[src/rtl/sync_fifo_flags.sv]
// Single-clock FIFO with occupancy count, threshold flags and sticky overflow/underflow.
// Define FWFT_EN for first-word-fall-through reads; default build registers R_data.
module sync_fifo_flags #(
    parameter int  DATA_WIDTH = 8,
    parameter int  DEPTH      = 8,
    parameter int  AF_LEVEL   = DEPTH - 2,
    parameter int  AE_LEVEL   = 2,
    localparam int CNT_WIDTH  = $clog2(DEPTH + 1)
) (
    input  logic                  CLK,
    input  logic                  RST,
    input  logic                  W_inc,
    input  logic [DATA_WIDTH-1:0] W_data,
    input  logic                  R_inc,
    output logic [DATA_WIDTH-1:0] R_data,
    output logic                  full,
    output logic                  empty,
    output logic                  almost_full,
    output logic                  almost_empty,
    output logic [CNT_WIDTH-1:0]  count,
    output logic                  overflow,
    output logic                  underflow
);
    localparam int PTR_WIDTH = $clog2(DEPTH);
    localparam logic [PTR_WIDTH-1:0] LAST_PTR = PTR_WIDTH'(DEPTH - 1);

    logic [DATA_WIDTH-1:0] mem [DEPTH];
    logic [PTR_WIDTH-1:0]  wr_ptr;
    logic [PTR_WIDTH-1:0]  rd_ptr;
    logic                  wr_acc;
    logic                  rd_acc;

    // Explicit wrap keeps non-power-of-two depths exact.
    function automatic logic [PTR_WIDTH-1:0] ptr_next(input logic [PTR_WIDTH-1:0] ptr);
        return (ptr == LAST_PTR) ? '0 : ptr + 1'b1;
    endfunction

    assign full         = (count == CNT_WIDTH'(DEPTH));
    assign empty        = (count == '0);
    assign almost_full  = (count >= CNT_WIDTH'(AF_LEVEL));
    assign almost_empty = (count <= CNT_WIDTH'(AE_LEVEL));

    assign wr_acc = W_inc && !full;
    assign rd_acc = R_inc && !empty;

    always_ff @(posedge CLK) begin
        if (wr_acc)
            mem[wr_ptr] <= W_data;
    end

    always_ff @(posedge CLK or posedge RST) begin
        if (RST) begin
            wr_ptr    <= '0;
            rd_ptr    <= '0;
            count     <= '0;
            overflow  <= 1'b0;
            underflow <= 1'b0;
        end else begin
            if (wr_acc)
                wr_ptr <= ptr_next(wr_ptr);
            if (rd_acc)
                rd_ptr <= ptr_next(rd_ptr);
            case ({wr_acc, rd_acc})
                2'b10:   count <= count + 1'b1;
                2'b01:   count <= count - 1'b1;
                default: count <= count;
            endcase
            if (W_inc && full)
                overflow <= 1'b1;
            if (R_inc && empty)
                underflow <= 1'b1;
        end
    end

`ifdef FWFT_EN
    assign R_data = mem[rd_ptr];
`else
    always_ff @(posedge CLK or posedge RST) begin
        if (RST)
            R_data <= '0;
        else if (rd_acc)
            R_data <= mem[rd_ptr];
    end
`endif

endmodule

[config.mk]
export PLATFORM = sky130hd
export DESIGN_NAME = sync_fifo_flags
export DESIGN_NICKNAME = d
export VERILOG_FILES = /design/src/rtl/sync_fifo_flags.sv
export SDC_FILE = /design/constraint.sdc
export NUM_CORES = 1
export LEC_CHECK = 0
export CAP_MARGIN = 20
export CORE_MARGIN = 5
export CORE_UTILIZATION = 57
export DETAILED_ROUTE_END_ITERATION = 10
export GPL_TIMING_DRIVEN = 0
export PLACE_DENSITY = 0.79
export SYNTH_ARGS = -nofsm -noshare
export SYNTH_HDL_FRONTEND = slang
export SYNTH_SLANG_ARGS = --single-unit
[constraint.sdc]
create_clock -name CLK -period 2.8 [get_ports CLK]
set_clock_uncertainty 0.15 [all_clocks]
set_input_delay 0.42 -clock CLK [delete_from_list [all_inputs] [get_ports CLK]]
set_output_delay 0.42 -clock CLK [all_outputs]
set_load 0.03 [all_outputs]
==> impl_metrics.toml <==
[power_and_ir_drop]
cellLeakagePower_nw = 1.51
ir_worst_vdd_mv = 0.654
p_per_area_nw_per_um2 = 1070

[logic_synthesis]
syn_area_per_cell_sq_um = 16.2
syn_inst = 217
synth_area_leaders = "edfxtp_1, dfrtp_1, mux2_2"
syn_area_sq_um = 3520
ys_types = 35
netlist_top_cells_count = "edfxtp_1, dfrtp_1, mux2_2"
synth_top_area_frac = 0.546
async_reset_ff_frac = 0.238
yosysSeqAreaShare = 0.688
synth_top_area_cell = "edfxtp_1"
ys_ff_latch = 84
synth_enable_flop_cells = 64
ys_warn_count = 0
synth_ff_type = "edfxtp_1"
synth_most_common_cell = "edfxtp_1"
synth_fp_nets = 236

[timing]
fin_crit_ps = 2570
fin_crit_sh = 0.916
finalMaxSlewViolations = 0
tns_ps = 0
hold_violations = 0
finalSetupViolCount = 0
rsz0062_at_grt = "false"
whs_ps = 310
fmax_mhz = 390
slew_headroom = 0.453
worst_pin_slew_ps = 817

[worst_setup_path]
critPathArrivalTime_ps = 2000
critPathKind = "flip-flop to output pin"
required_ps = 2230
critical_path.startpoint = "count[1]$_DFFE_PP0P_"
r2r-start = "count[2]$_DFFE_PP0P_"
path_max_fanout = 9
end_kind = "output pin"
critPathLaunchType = "flip-flop"

[routing]
drtIter0Drc = 106
vias_per_cell = 5.75
drc_errors = 0
vias = 1965
firstDrtPassIters = 4
totalWireLength_um = 6140
ant_nets = 0
wl_per_cell_um = 18.0

[floorplan]
initial_core_util = 0.591
core_area_sq_um = 5960
die_x_um = 88.6
std_cell_rows = 28
die_y_um = 88.6
die_area_sq_um = 7850
ios = 30

[global_routing]
antenna_found_initial = 0
grt_max_degree = 21
grt_pass1_vias = 1988
grtUsageTotal = 0.181
grt-ovfl-total = 0
grt_pass1_wl_um = 10300

[finish]
antenna_cells = 0
layout.nets = 281
syn_to_final_growth_pct = 18.1
filler_cell_count = 413
final-seq-area_sq_um = 2430
multiInputGateArea_sq_um = 1010
drive_gt1_frac = 0.225

[place]
dpl.hpwl_um = 4310
gp_congestion = 0.753
portBuffers = 29

[clocking]
cts_setup_buffers = 0
htree_levels = 3
cts.sinks = 84
path_clk_slew_ps = 80
cts_hold_buf = 0
clockRootBuffer = "clkbuf_8"
cts_resized = 0
clockBufferDepth = 2
clk_latency_ps = 340
cts_tree = "built"
cts_inserted_buffers = 9

[min_path]
hp-start = "overflow$_DFFE_PP0P_"
hold_path.class = "flip-flop to flip-flop"

[job]
drv_cap = 0

[run_status]
status = "finished clean"
-- through the flow --
step                power (W)   util  instances  worst slack (ps)  cell area, sq um
floorplan             0.00314      -        217              26.8              3560
global placement      0.00366  0.663        321              -308              3950
detailed placement    0.00373  0.669        326               302              3990
CTS                   0.00450  0.698        342               216              4160
global route          0.00474  0.698        342              89.9              4160
finish                0.00446  0.698        342               234              4160
-- report_power, final --
part	total (W)	switching [W]	leakage [nW]	internal (W)
clock	0.000769	0.000442	0.0857	0.000327
combinational	0.00187	0.000986	0.612	0.000880
sequential	0.00182	0.000183	0.812	0.00164
-- worst paths after layout --
check                                              to  slack (ps)  cells past startpoint
worst max-delay path                             full         230                      3
worst min-delay path             overflow$_DFFE_PP0P_         310                      1
worst max register to register   count[2]$_DFFE_PP0P_         270                     12
worst min register to register   overflow$_DFFE_PP0P_         310                      1
max in group asynchronous        count[0]$_DFFE_PP0P_        1590                      2
min in group asynchronous       R_data[7]$_DFFE_PP0P_         370                      2
-- metal layers --
layer | GRT usage | up-vias | share of wire
li1 | - | 930 | -
met1 | 0.259 | 972 | 0.46
met2 | 0.277 | 56 | 0.47
met3 | 0.0307 | 7 | 0.055
met4 | 0.0742 | 0 | 0.016
met5 | 0 | - | 0
-- placed cells by master (no fill, tap or decap), types with 7 or more instances in the layout --
cell type        count
clkdlybuf4s50_1     29
o21ai_1              7
o22ai_1              8
a221o_1              8
edfxtp_1            64
dfrtp_1             17
clkbuf_8            10
mux2_2              20
nand2_1             12
mux2i_1             16
-- layout make-up --
cell class | count | area share
Tap cell | 75 | 0.0226
Inverter | 2 | 0.00181
Buffer | 11 | 0.0301
Sequential cell | 84 | 0.583
Clock inverter | 7 | 0.0120
Multi-Input combinational cell | 120 | 0.243
Clock buffer | 9 | 0.0298
Timing Repair Buffer | 34 | 0.0776
-- flip-flops by register name (all words and copies together), names as in the netlist --
register	count
overflow	1
R_data	8
underflow	1
wr_ptr	3
mem	64
count	4
rd_ptr	3
-- critical path, cell delays in order, from the launching register on --
cell and delay, ps:
dfrtp_2 410, buf_4 180, nor4b_4 340, clkdlybuf4s50_1 730
-- logic make-up (layout without fill, tap and decap cells) --
logic type	after synthesis	count (layout)	share of synthesized area
muxes	36	36	0.109
DFF	84	84	0.688
xor gates and xnor gates	5	5	0.0124
buffers and inverters	13	63	0.0341
and+or+nand+nor	38	38	0.0632
AOI/OAI and AO/OA	34	34	0.0682
adders and majority gates	7	7	0.0249
No activity file was read; power rests on OpenSTA's default activity.
